## src/rtl/bip_result_framer_pkg.sv

```systemverilog
// Shared constants for the BIP result framer: default widths, frame header
// byte and the transmit FSM state encoding.
package bip_result_framer_pkg;

  localparam int DEF_NB_INSTRUCTION = 16;
  localparam int DEF_NB_ADDR        = 11;
  localparam int DEF_NB_DATA        = 8;

  localparam logic [7:0] DEF_FRAME_HEADER = 8'hA5;

  // Encoding is shared with the host-side command receiver; keep values fixed.
  typedef enum logic [1:0] {
    ST_IDLE  = 2'd0,
    ST_START = 2'd1,
    ST_WAIT  = 2'd2
  } framer_state_e;

  function automatic int bytes_for(input int nb_bits, input int nb_byte);
    return (nb_bits + nb_byte - 1) / nb_byte;
  endfunction

endpackage

```

## src/rtl/bip_result_framer_if.sv

```systemverilog
// Signal bundle between the BIP core / UART transmitter and the result framer.
// The framer uses the slave view; the surrounding top level uses master.
interface bip_result_framer_if
  import bip_result_framer_pkg::*;
#(
  parameter int NB_INSTRUCTION = DEF_NB_INSTRUCTION,
  parameter int NB_ADDR        = DEF_NB_ADDR,
  parameter int NB_DATA        = DEF_NB_DATA
);

  logic                      i_program_done;
  logic [NB_ADDR-1:0]        i_program_counter;
  logic [NB_INSTRUCTION-1:0] i_accumulator;
  logic                      i_tx_done;
  logic                      o_tx_start;
  logic [NB_DATA-1:0]        o_tx_data;
  logic                      o_busy;
  logic                      o_overrun;

  modport slave (
    input  i_program_done,
    input  i_program_counter,
    input  i_accumulator,
    input  i_tx_done,
    output o_tx_start,
    output o_tx_data,
    output o_busy,
    output o_overrun
  );

  modport master (
    output i_program_done,
    output i_program_counter,
    output i_accumulator,
    output i_tx_done,
    input  o_tx_start,
    input  o_tx_data,
    input  o_busy,
    input  o_overrun
  );

endinterface

```

## src/rtl/bip_result_framer_rise_detect.sv

```systemverilog
// Registered rising-edge detector: one-cycle pulse on the first cycle a level
// input is seen high, however long it then stays high.
module bip_result_framer_rise_detect
  import bip_result_framer_pkg::*;
(
  input  logic i_clock,
  input  logic i_reset,
  input  logic i_level,
  output logic o_rise
);

  logic r_level_d;

  always_ff @(posedge i_clock or negedge i_reset) begin
    if (!i_reset) begin
      r_level_d <= 1'b0;
    end else begin
      r_level_d <= i_level;
    end
  end

  assign o_rise = i_level & ~r_level_d;

endmodule

```

## src/rtl/bip_result_framer.sv

```systemverilog
// Frames the BIP final PC and ACC as header, PC bytes, ACC bytes, XOR checksum
// and hands them to the UART one byte at a time with a start/done handshake.
module bip_result_framer
  import bip_result_framer_pkg::*;
#(
  parameter int                  NB_INSTRUCTION = DEF_NB_INSTRUCTION,
  parameter int                  NB_ADDR        = DEF_NB_ADDR,
  parameter int                  NB_DATA        = DEF_NB_DATA,
  parameter logic [NB_DATA-1:0]  FRAME_HEADER   = NB_DATA'(DEF_FRAME_HEADER)
) (
  input  logic                 i_clock,
  input  logic                 i_reset,
  bip_result_framer_if.slave   bus
);

  localparam int NB_PC_BYTES  = bytes_for(NB_ADDR, NB_DATA);
  localparam int NB_ACC_BYTES = bytes_for(NB_INSTRUCTION, NB_DATA);
  localparam int NB_FRAME     = 1 + NB_PC_BYTES + NB_ACC_BYTES + 1;
  localparam int NB_PC_W      = NB_PC_BYTES * NB_DATA;
  localparam int NB_ACC_W     = NB_ACC_BYTES * NB_DATA;
  localparam int NB_PAYLOAD_W = (NB_FRAME - 1) * NB_DATA;
  localparam int IDX_W        = $clog2(NB_FRAME);
  localparam int NB_SLOTS     = 1 << IDX_W;

  localparam logic [IDX_W-1:0] LAST_IDX = IDX_W'(NB_FRAME - 1);

  framer_state_e             r_state;
  framer_state_e             w_state_next;
  logic [IDX_W-1:0]          r_index;
  logic [IDX_W-1:0]          w_index_next;
  logic [NB_ADDR-1:0]        r_pc_snap;
  logic [NB_ADDR-1:0]        w_pc_snap_next;
  logic [NB_INSTRUCTION-1:0] r_acc_snap;
  logic [NB_INSTRUCTION-1:0] w_acc_snap_next;
  logic [NB_DATA-1:0]        r_checksum;
  logic [NB_DATA-1:0]        w_checksum_next;
  logic                      r_overrun;
  logic                      w_overrun_next;

  logic                      w_trigger;
  logic                      w_tx_start;
  logic                      w_busy;
  logic [NB_PAYLOAD_W-1:0]   w_payload;
  logic [NB_DATA-1:0]        w_bytes [NB_SLOTS];
  logic [NB_DATA-1:0]        w_cur_byte;

  bip_result_framer_rise_detect u_done_rise (
    .i_clock (i_clock),
    .i_reset (i_reset),
    .i_level (bus.i_program_done),
    .o_rise  (w_trigger)
  );

  // Fields are zero-extended to whole bytes and sent MSB byte first.
  assign w_payload = {FRAME_HEADER, NB_PC_W'(r_pc_snap), NB_ACC_W'(r_acc_snap)};

  genvar gi;
  generate
    for (gi = 0; gi < NB_FRAME - 1; gi++) begin : g_payload_bytes
      assign w_bytes[gi] = w_payload[(NB_FRAME - 1 - gi) * NB_DATA - 1 -: NB_DATA];
    end
    for (gi = NB_FRAME; gi < NB_SLOTS; gi++) begin : g_unused_slots
      assign w_bytes[gi] = '0;
    end
  endgenerate

  assign w_bytes[NB_FRAME-1] = r_checksum;
  assign w_cur_byte          = w_bytes[r_index];

  always_ff @(posedge i_clock or negedge i_reset) begin
    if (!i_reset) begin
      r_state    <= ST_IDLE;
      r_index    <= '0;
      r_pc_snap  <= '0;
      r_acc_snap <= '0;
      r_checksum <= '0;
      r_overrun  <= 1'b0;
    end else begin
      r_state    <= w_state_next;
      r_index    <= w_index_next;
      r_pc_snap  <= w_pc_snap_next;
      r_acc_snap <= w_acc_snap_next;
      r_checksum <= w_checksum_next;
      r_overrun  <= w_overrun_next;
    end
  end

  always_comb begin
    w_state_next    = r_state;
    w_index_next    = r_index;
    w_pc_snap_next  = r_pc_snap;
    w_acc_snap_next = r_acc_snap;
    w_checksum_next = r_checksum;
    w_tx_start      = 1'b0;
    // Any trigger outside IDLE is lost, including one coinciding with the last done.
    w_overrun_next  = r_overrun | (w_trigger & (r_state != ST_IDLE));

    case (r_state)
      ST_IDLE: begin
        if (w_trigger) begin
          w_pc_snap_next  = bus.i_program_counter;
          w_acc_snap_next = bus.i_accumulator;
          w_index_next    = '0;
          w_checksum_next = '0;
          w_state_next    = ST_START;
        end
      end
      ST_START: begin
        w_tx_start = 1'b1;
        // The checksum byte itself must not fold into the running XOR.
        if (r_index != LAST_IDX) begin
          w_checksum_next = r_checksum ^ w_cur_byte;
        end
        w_state_next = ST_WAIT;
      end
      ST_WAIT: begin
        if (bus.i_tx_done) begin
          if (r_index == LAST_IDX) begin
            w_state_next = ST_IDLE;
          end else begin
            w_index_next = r_index + IDX_W'(1);
            w_state_next = ST_START;
          end
        end
      end
      default: begin
        w_state_next = ST_IDLE;
      end
    endcase
  end

  assign w_busy         = (r_state != ST_IDLE);
  assign bus.o_tx_start = w_tx_start;
  assign bus.o_tx_data  = w_busy ? w_cur_byte : '0;
  assign bus.o_busy     = w_busy;
  assign bus.o_overrun  = r_overrun;

endmodule

```

## src/flat_wrapper.sv

```systemverilog
// flat-port wrapper written by rule: the top's interface ports become plain ports
module bip_result_framer_flat import bip_result_framer_pkg::*;
#(
  parameter int                  NB_INSTRUCTION = DEF_NB_INSTRUCTION,
  parameter int                  NB_ADDR        = DEF_NB_ADDR,
  parameter int                  NB_DATA        = DEF_NB_DATA,
  parameter logic [NB_DATA-1:0]  FRAME_HEADER   = NB_DATA'(DEF_FRAME_HEADER)
)
  (i_clock, i_reset, bus_i_program_done, bus_i_program_counter, bus_i_accumulator, bus_i_tx_done, bus_o_tx_start, bus_o_tx_data, bus_o_busy, bus_o_overrun);
  bip_result_framer_if #(.NB_INSTRUCTION(NB_INSTRUCTION), .NB_ADDR(NB_ADDR), .NB_DATA(NB_DATA)) bus_i ();
  input  logic i_clock;
  input  logic i_reset;
  input wire logic [$bits(bus_i.i_program_done)-1:0] bus_i_program_done;
  input wire logic [$bits(bus_i.i_program_counter)-1:0] bus_i_program_counter;
  input wire logic [$bits(bus_i.i_accumulator)-1:0] bus_i_accumulator;
  input wire logic [$bits(bus_i.i_tx_done)-1:0] bus_i_tx_done;
  output wire logic [$bits(bus_i.o_tx_start)-1:0] bus_o_tx_start;
  output wire logic [$bits(bus_i.o_tx_data)-1:0] bus_o_tx_data;
  output wire logic [$bits(bus_i.o_busy)-1:0] bus_o_busy;
  output wire logic [$bits(bus_i.o_overrun)-1:0] bus_o_overrun;
  assign bus_i.i_program_done = bus_i_program_done;
  assign bus_i.i_program_counter = bus_i_program_counter;
  assign bus_i.i_accumulator = bus_i_accumulator;
  assign bus_i.i_tx_done = bus_i_tx_done;
  assign bus_o_tx_start = bus_i.o_tx_start;
  assign bus_o_tx_data = bus_i.o_tx_data;
  assign bus_o_busy = bus_i.o_busy;
  assign bus_o_overrun = bus_i.o_overrun;
  bip_result_framer #(.NB_INSTRUCTION(NB_INSTRUCTION), .NB_ADDR(NB_ADDR), .NB_DATA(NB_DATA), .FRAME_HEADER(FRAME_HEADER)) u_core (.i_clock(i_clock), .i_reset(i_reset), .bus(bus_i));
endmodule
```

## config.mk

```make
export PLATFORM = sky130hd
export DESIGN_NAME = bip_result_framer_flat
export DESIGN_NICKNAME = d
export VERILOG_FILES = /design/src/rtl/bip_result_framer_pkg.sv /design/src/rtl/bip_result_framer_if.sv /design/src/rtl/bip_result_framer_rise_detect.sv /design/src/rtl/bip_result_framer.sv /design/src/flat_wrapper.sv
export SDC_FILE = /design/constraint.sdc
export NUM_CORES = 1
export LEC_CHECK = 0
export BUFFER_PORTS_ARGS = -buffer_cell sky130_fd_sc_hd__buf_4
export CAP_MARGIN = 25
export CELL_PAD_IN_SITES_DETAIL_PLACEMENT = 1
export CELL_PAD_IN_SITES_GLOBAL_PLACEMENT = 1
export CORE_MARGIN = 4
export CORE_UTILIZATION = 40
export DETAILED_ROUTE_END_ITERATION = 8
export PLACE_DENSITY_LB_ADDON = 0.1
export SLEW_MARGIN = 15
export SYNTH_ARGS = -nofsm -noshare
export SYNTH_HDL_FRONTEND = slang
export SYNTH_SLANG_ARGS = --single-unit
export TNS_END_PERCENT = 10
```

## constraint.sdc

```tcl
create_clock -name i_clock -period 1.8 [get_ports i_clock]
set_input_delay 0.18 -clock i_clock [delete_from_list [all_inputs] [get_ports i_clock]]
set_output_delay 0.18 -clock i_clock [all_outputs]
set_load 0.05 [all_outputs]
```

== After elaboration in Yosys (flattened, before gate mapping) ==
Index checks and enable logic that the tools add are counted.
Operators by class
  add/subtract/negate cells: 1
  order comparisons: 1
  equality and inequality tests: 8
  mux-type cells: 16
  bitwise gates (word level): 6
  reduce and logical (&&, ||, !) cells: 8
Operators with widths (count)
  8-bit two-way mux: 5
  8-bit binary-select mux with 3-bit select: 1
  8-bit one-hot mux with 2 select lines: 1
  3-bit two-way mux: 3
  8-bit XOR: 1
  2-bit one-hot mux with 3 select lines: 1
  3-bit one-hot mux with 2 select lines: 1
  2-bit nonzero test: 3
  4-bit greater-or-equal comparator (second input constant): 1
  2-bit two-way mux: 2
  2-bit by 1-bit inequality test with 1-bit output (second input constant): 2
  2-bit inequality test (second input constant): 2
  3-bit NOT with 4-bit output: 1
  2-bit AND reduction: 2
  4-bit AND reduction: 1
  3-bit by 1-bit adder with 3-bit output (second input constant): 1
  3-bit equality test (second input constant): 1
  3-bit inequality test (second input constant): 1
  3-bit AND reduction: 1
  1-bit AND: 2
  2-bit by 1-bit equality test with 1-bit output (second input constant): 1
  2-bit equality test (second input constant): 1
  2-bit zero test: 1
  1-bit two-way mux: 2
  2 further kinds: 2
Word-level totals
  register bits after elaboration: 42
  input bits: 31
  word-level logic and storage cells: 47

== Depth between registers and ports, before layout ==
Gate-level depths: netlist of the first run.
  depth after elaboration: 7
  mapped depth: 7

== By module ==
From an unflattened synthesis of the first run, not the netlist that was laid out.
Unflattened totals
  cell total of the unflattened synthesis: 242
  area total of the unflattened synthesis: 2129.5 um2
Modules (own cells, without submodules)
  bip_result_framer: times used 1, cells each 240, area an instance 2090.8 um2, sequential area each 1026.0 um2
  bip_result_framer_rise_detect: times used 1, cells each 2, area an instance 38.8 um2, sequential area each 25.0 um2

== Least setup slack after synthesis of the first run ==
No wires, ideal clock.
  path type: register -> output
  from: reg u_core.r_index[0]
  to: out bus_o_tx_data[2]
  arrival time: 1.870 ns
  data required time: 1.620 ns
  setup slack: -0.250 ns
  cell stages (with the launch flop): 7
  buffers on the path: 3
  cells stage by stage: dfrtp_1 > buf_4 > buf_6 > buf_2 > a211oi_1 > nor2_1 > nor2_1
On the way
  word-level cells in the longest chain between the ends: 5
RTL lines
  start: declaration: RTL line bip_result_framer.sv:29  | logic [IDX_W-1:0] r_index;
  start signal: assignment: RTL line bip_result_framer.sv:80  | r_index <= w_index_next;
  3-bit NOT with 4-bit output (not written as such): RTL line bip_result_framer.sv:68  | assign w_cur_byte = w_bytes[r_index];
  8-bit binary-select mux with 3-bit select: RTL line bip_result_framer.sv:68
  8-bit two-way mux (not written as such) (2 in series): RTL line bip_result_framer.sv:68
  8-bit two-way mux: RTL line bip_result_framer.sv:134  | assign bus.o_tx_data = w_busy ? w_cur_byte : '0;
  end: declaration: RTL line flat_wrapper.sv:18  | output wire logic [$bits(bus_i.o_tx_data)-1:0] bus_o_tx_data;
No other way between the ends. The select of a mux whose other input is x is not followed.

== Final worst setup path of the first run ==
  from: reg u_core.r_index[1]
  to: out bus_o_tx_data[0]
Same word-level chain as after synthesis.

==> results of run 1 <==
## metal layers
metal | vias up | global-route usage | share of wire
li1 | 900 | - | -
met1 | 894 | 0.239 | 0.45
met2 | 31 | 0.335 | 0.49
met3 | 7 | 0.0299 | 0.034
met4 | 0 | 0.0811 | 0.018
met5 | - | 0 | 0
## tightest hold or removal path: stages
cell and delay (ps):
buf_4 70, nand2_1 40, nand2_1 40
## stage by stage
step | utilization | power [W] | cells
after floorplan | - | 0.00323 | 240
after global placement | 0.498 | 0.00389 | 349
after detailed placement | 0.498 | 0.00399 | 349
after CTS | 0.542 | 0.00497 | 363
after global routing | 0.548 | 0.00537 | 363
final | 0.548 | 0.00502 | 363
## synth_stat cells, types with 2 or more instances
library cell and count:
a211oi_1 3, a21o_1 2, a21oi_1 5, a2bb2oi_1 2
buf_2 5, clkbuf_1 8, dfrtp_1 42, ha_1 2
inv_1 7, mux2i_1 15, nand2_1 82, nand2b_1 6
nor2_1 17, nor2b_1 2, nor3_1 6, nor3b_1 3
o211a_1 3, o211ai_1 2, o21ai_0 9, o221ai_1 2
o22a_1 3, or3_1 4
## area by class of cell
cell class,count,share of cell area
clock buffers,6,0.0259
clock inverters,2,0.0134
inverters,7,0.00938
multi-input cells,176,0.369
flip-flops and latches,42,0.376
well taps,70,0.0313
repair buffers,60,0.175
## path summary, 6_finish.rpt
path,start,end,slack (ps),cells past startpoint
setup / recovery,u_core.r_index[1]$_DFFE_PN0P_,bus_o_tx_data[0],-50,6
min in group asynchronous,i_reset,u_core.r_state[1]$_DFFE_PN0P_,400,2
max in group asynchronous,i_reset,u_core.r_index[2]$_DFFE_PN0P_,1000,2
hold / removal,bus_i_program_counter[5],u_core.r_pc_snap[5]$_DFFE_PN0P_,50,3
hold reg to reg,u_core.r_pc_snap[3]$_DFFE_PN0P_,u_core.r_pc_snap[3]$_DFFE_PN0P_,480,2
setup reg to reg,u_core.r_index[1]$_DFFE_PN0P_,u_core.r_index[2]$_DFFE_PN0P_,70,7
## power groups by stage
stage | Clock [W] | Combinational [W] | Sequential, W
2_1_floorplan | 0 | 0.00167 | 0.00156
3_3_place_gp | 0 | 0.00222 | 0.00168
3_5_place_dp | 0 | 0.00228 | 0.00170
4_1_cts | 0.000790 | 0.00249 | 0.00169
5_1_grt | 0.000820 | 0.00280 | 0.00176
6_report | 0.000773 | 0.00255 | 0.00169
## state kept, by name, indices dropped and copies added, names as in the netlist
signal and count:
u_core.r_state 2, u_core.r_pc_snap 11, u_core.u_done_rise.r_level_d 1, u_core.r_acc_snap 16
u_core.r_checksum 8, u_core.bus.o_overrun 1, u_core.r_index 3
## cells by family (layout without fill, tap and decap cells)
group                    count (synthesis)  count (layout)  share of synthesized area
adder cells (fa/ha/maj)                  2               2                     0.0118
AND/OR/NAND/NOR                        122             122                      0.251
flip-flops                              42              42                      0.496
AO/OA/AOI/OAI                           36              36                      0.118
buffers and inverters                   22              75                     0.0473
multiplexers                            16              16                     0.0762
## what timing repair did
action,CTS,global route
hold endpoints to repair,43,0
pin swaps,4,4
setup endpoints to repair,8,16
hold buffers,2,0
gates resized for setup,14,8
setup buffers,4,0
cloned,0,0
==> impl_metrics.yaml, run 1 <==
worst_setup_path:
  critPathSlowestCell: "dfrtp_2"
  path_class: "flip-flop to output pin"
  required_ps: 1620
  endpoint_kind: "output pin"
  critPathMaxStageDelay_ps: 460
  crit_chain: "buf_6 > mux2i_1 > a211oi_2 > nor2_1 > nor2_1 > buf_6"
  cp_num_buf_inv: 2
  crit_family: "flip-flops"
  crit_path_max_fanout: 6
  cp.arrival_ps: 1670
  worst_setup_path_start_kind: "flip-flop"
floorplanning:
  die_width_um: 80.8
  start_util: 0.415
  design.core.area_sq_um: 5110
  die_y_um: 80.8
  die_area_sq_um: 6520
  io_pins: 42
  row_count: 26
clocking:
  clk_latency_ps: 310
  cts_root_buffer: "clkbuf_8"
  clock_sinks: 42
  clockBufferDepth: 2
  htree_num_levels: 2
  cts_buffers: 5
  path_clk_slew_ps: 80
  cts_tree: "yes"
route:
  firstDrtPassIters: 4
  drt_iter0_markers: 70
  post_drt_wl_per_cell_um: 15.5
  drcViolationCount: 0
  ant_nets: 0
  viasPerCell: 5.05
  drt_wl_total_um: 5620
  vias: 1832
logic_synthesis:
  synthArstFlopShare: 1.00
  synth_seq_cells: 42
  synth_edf_count: 0
  synth_nets: 273
  yosysTopAreaCell: "dfrtp_1"
  synth.avg_cell_area_sq_um: 8.82
  yosysSeqAreaShare: 0.496
  synthesis.area_sq_um: 2120
  ys_types: 32
  synth_top_area_share: 0.496
  ys_dominant_reg_cell: "dfrtp_1"
  syn-instance-count: 240
  synth_area_leaders: "dfrtp_1, nand2_1, mux2i_1"
  yosys_warnings: 0
final_layout:
  n_antenna_cell: 0
  final_cell_mix: "nand2_1, buf_4, dfrtp_1"
  stdcell_area_sq_um: 2800
  area_growth_pct: 32.3
  drive_gt1_frac: 0.290
  multiInputGateArea_sq_um: 1030
  final_common_cell: "nand2_1"
  nFillCells: 627
  final_nets: 325
  register_area_sq_um: 1050
global_routing:
  grt_overflow_total: 0
  antenna_found_initial: 0
  track_usage: 0.193
  grt_first_pass_wirelength_um: 9510
  grt_pass1_vias: 2036
  grt_max_degree: 43
placement:
  place.gp.congestion: 0.809
  pre_cts_slack_ps: 66.2
  io_buffers: 41
  place_hpwl_um: 3850
  placed_cell_area_sq_um: 2540
run_status:
  outcome: "finished with violations"
  violations: "setup timing"
timing:
  finalClockSkew_ps: 5.30
  tightest_slew_ps: 547
  setup_viol: 5
  setup_ws_ps: -51.7
  maxSlewViolCount: 0
  hold_ws_ps: 50.6
  rsz0062_at_grt: "yes"
  finalHoldViolations: 0
  finalSetupTns_ps: -207
  period_minus_slack_ps: 1850
  relSlewSlack: 0.636
  final.period_utilization: 1.03
  max_freq_mhz: 540
pwr:
  vdd_drop_max_v: 0.000668
  p_int_w: 0.00285
  p_sw_frac: 0.432
  pwr-share-seq: 0.338
  power_density_nw_per_um2: 1790
  power_frac_comb: 0.509
  clkPwrFrac: 0.154
  switchingPower_w: 0.00217
  p_leak_nw: 1.39
min_path:
  hp-class: "input port to flip-flop"
job:
  maxCapViolCount: 0
No activity file was read; power rests on OpenSTA's default activity.
==> run 2, diff against run 1 <==
PLACE_DENSITY = 0.77   (was default)
PLACE_DENSITY_LB_ADDON = default   (was 0.1)
clock period = 1.9 ns   (was 1.8 ns; I/O delays follow)
==> run 2 against run 1 <==
Against the previous run:
- the flow still finishes with violations (setup timing)
- global-route usage shrank 0.52 points
- power shrank 5.8%
- sequential share of layout area grew 0.37 points
- clock skew grew 1.1 ps
- die area is the same
- critical path depth is the same
- via count shrank 0.55%
- sequential power shrank 4%
- clock power shrank 5.4%
- critical path type unchanged
- largest cell class unchanged
- largest power group unchanged
==> impl_metrics.yaml, run 2 (synthesized netlist as in run 1, its figures left out) <==
run_status:
  outcome: "finished with violations"
  violations: "setup timing"
clocking:
  clk_latency_ps: 300
  cts_tree: "yes"
  path_clk_slew_ps: 90
  clock_sinks: 42
  cts_buffers: 5
  cts_root_buffer: "clkbuf_8"
  clockBufferDepth: 2
  htree_num_levels: 2
placement:
  place_hpwl_um: 3700
  pre_cts_slack_ps: 72.6
  placed_cell_area_sq_um: 2500
  place.gp.congestion: 0.828
  io_buffers: 41
  placed_cells: 344
timing:
  final.period_utilization: 1.03
  max_freq_mhz: 513
  setup_ws_ps: -48.4
  maxSlewViolCount: 0
  finalHoldViolations: 0
  finalSetupTns_ps: -69.4
  relSlewSlack: 0.644
  period_minus_slack_ps: 1950
  rsz0062_at_grt: "yes"
  setup_viol: 2
  finalClockSkew_ps: 6.37
  tightest_slew_ps: 535
pwr:
  vdd_drop_max_v: 0.000596
  power_density_nw_per_um2: 1700
  p_leak_nw: 1.38
final_layout:
  regMostFlops: "u_core.r_acc_snap"
  final_common_cell: "nand2_1"
  utilization: 0.544
  final_cells: 360
  final_nets: 322
  n_antenna_cell: 0
  reg_top3: "u_core.r_acc_snap: 16 flops, u_core.r_pc_snap: 11 flops, u_core.r_checksum: 8 flops"
  stdcell_area_sq_um: 2780
  drive_gt1_frac: 0.283
  area_growth_pct: 31.1
  largest_reg_flops: 16
  final_cell_mix: "nand2_1, buf_4, dfrtp_1"
route:
  ant_nets: 0
  post_drt_wl_per_cell_um: 15.5
  firstDrtPassIters: 4
  drt_iter0_markers: 66
  vias: 1822
  viasPerCell: 5.06
  drcViolationCount: 0
  drt_wl_total_um: 5590
min_path:
  hp-class: "input port to flip-flop"
global_routing:
  antenna_found_initial: 0
  track_usage: 0.188
  grt_overflow_total: 0
  grt_first_pass_wirelength_um: 9360
  grt_pass1_vias: 1953
  grt_max_degree: 43
floorplanning:
  design.core.area_sq_um: 5110
  row_count: 26
  die_y_um: 80.8
  start_util: 0.415
  io_pins: 42
  die_width_um: 80.8
  die_area_sq_um: 6520
worst_setup_path:
  path_class: "flip-flop to output pin"
  endpoint_kind: "output pin"
  required_ps: 1710
  crit_family: "flip-flops"
  cp_num_buf_inv: 2
  critPathSlowestCell: "dfrtp_2"
  cp_common_cell: "buf_6"
  cp.arrival_ps: 1760
  critPathMaxStageDelay_ps: 470
  worst_setup_path_start_kind: "flip-flop"
  crit_chain: "buf_6 > mux2i_1 > a211oi_2 > nor2_1 > nor2_2 > buf_6"
  crit_path_max_fanout: 6
job:
  maxCapViolCount: 0
[run 2: final timing paths]
path	endpoint	depth (start not counted)	slack, ps	from
worst max-delay path	bus_o_tx_data[0]	6	-50	u_core.r_index[1]$_DFFE_PN0P_
worst min-delay path	u_core.u_done_rise.r_level_d$_DFF_PN0_	1	20	bus_i_program_done
worst max register to register	u_core.r_index[2]$_DFFE_PN0P_	6	110	u_core.r_index[0]$_DFFE_PN0P_
worst min register to register	u_core.r_acc_snap[0]$_DFFE_PN0P_	2	480	u_core.r_acc_snap[0]$_DFFE_PN0P_
max in group asynchronous	u_core.r_index[0]$_DFFE_PN0P_	2	1080	i_reset
min in group asynchronous	u_core.r_acc_snap[10]$_DFFE_PN0P_	2	430	i_reset
[run 2: power by group]
part	switching [W]	leakage, nW	total, W	internal [W]
logic	0.00140	0.802	0.00237	0.000976
clock network	0.000340	0.0504	0.000731	0.000391
registers	0.000331	0.522	0.00163	0.00130
[run 2: timing repair]
action | 4_1_cts | 5_1_grt
gates resized for setup | 11 | 14
cloned | 0 | 0
hold buffers | 1 | 0
buffers inserted | 4 | 3
setup endpoints to repair | 8 | 8
pin swaps | 2 | 9
hold endpoints to repair | 42 | 0
[run 2: area by class of cell]
cell class	count	area, sq um
Timing Repair Buffer	57	465
Fill cell	627	2330
Clock inverter	3	45.0
Multi-Input combinational cell	176	1030
Clock buffer	5	68.8
Sequential cell	42	1050
Tap cell	70	87.6
Inverter	7	26.3
[run 2: routing by layer]
layer,vias to the layer above,GRT usage,part of all wire,wire (um)
li1,891,-,-,-
met3,10,0.0499,0.043,242
met2,33,0.316,0.50,2780
met4,0,0.0591,0.015,83
met1,888,0.236,0.45,2490
met5,-,0,0,0
[run 2: stage by stage]
| step | power (W) | hold slack [ps] |
|---|---|---|
| after floorplan | 0.00305 | -106 |
| after global placement | 0.00360 | 215 |
| after detailed placement | 0.00368 | 211 |
| after CTS | 0.00457 | 15.2 |
| after global routing | 0.00508 | 9.66 |
| final | 0.00473 | 18.8 |
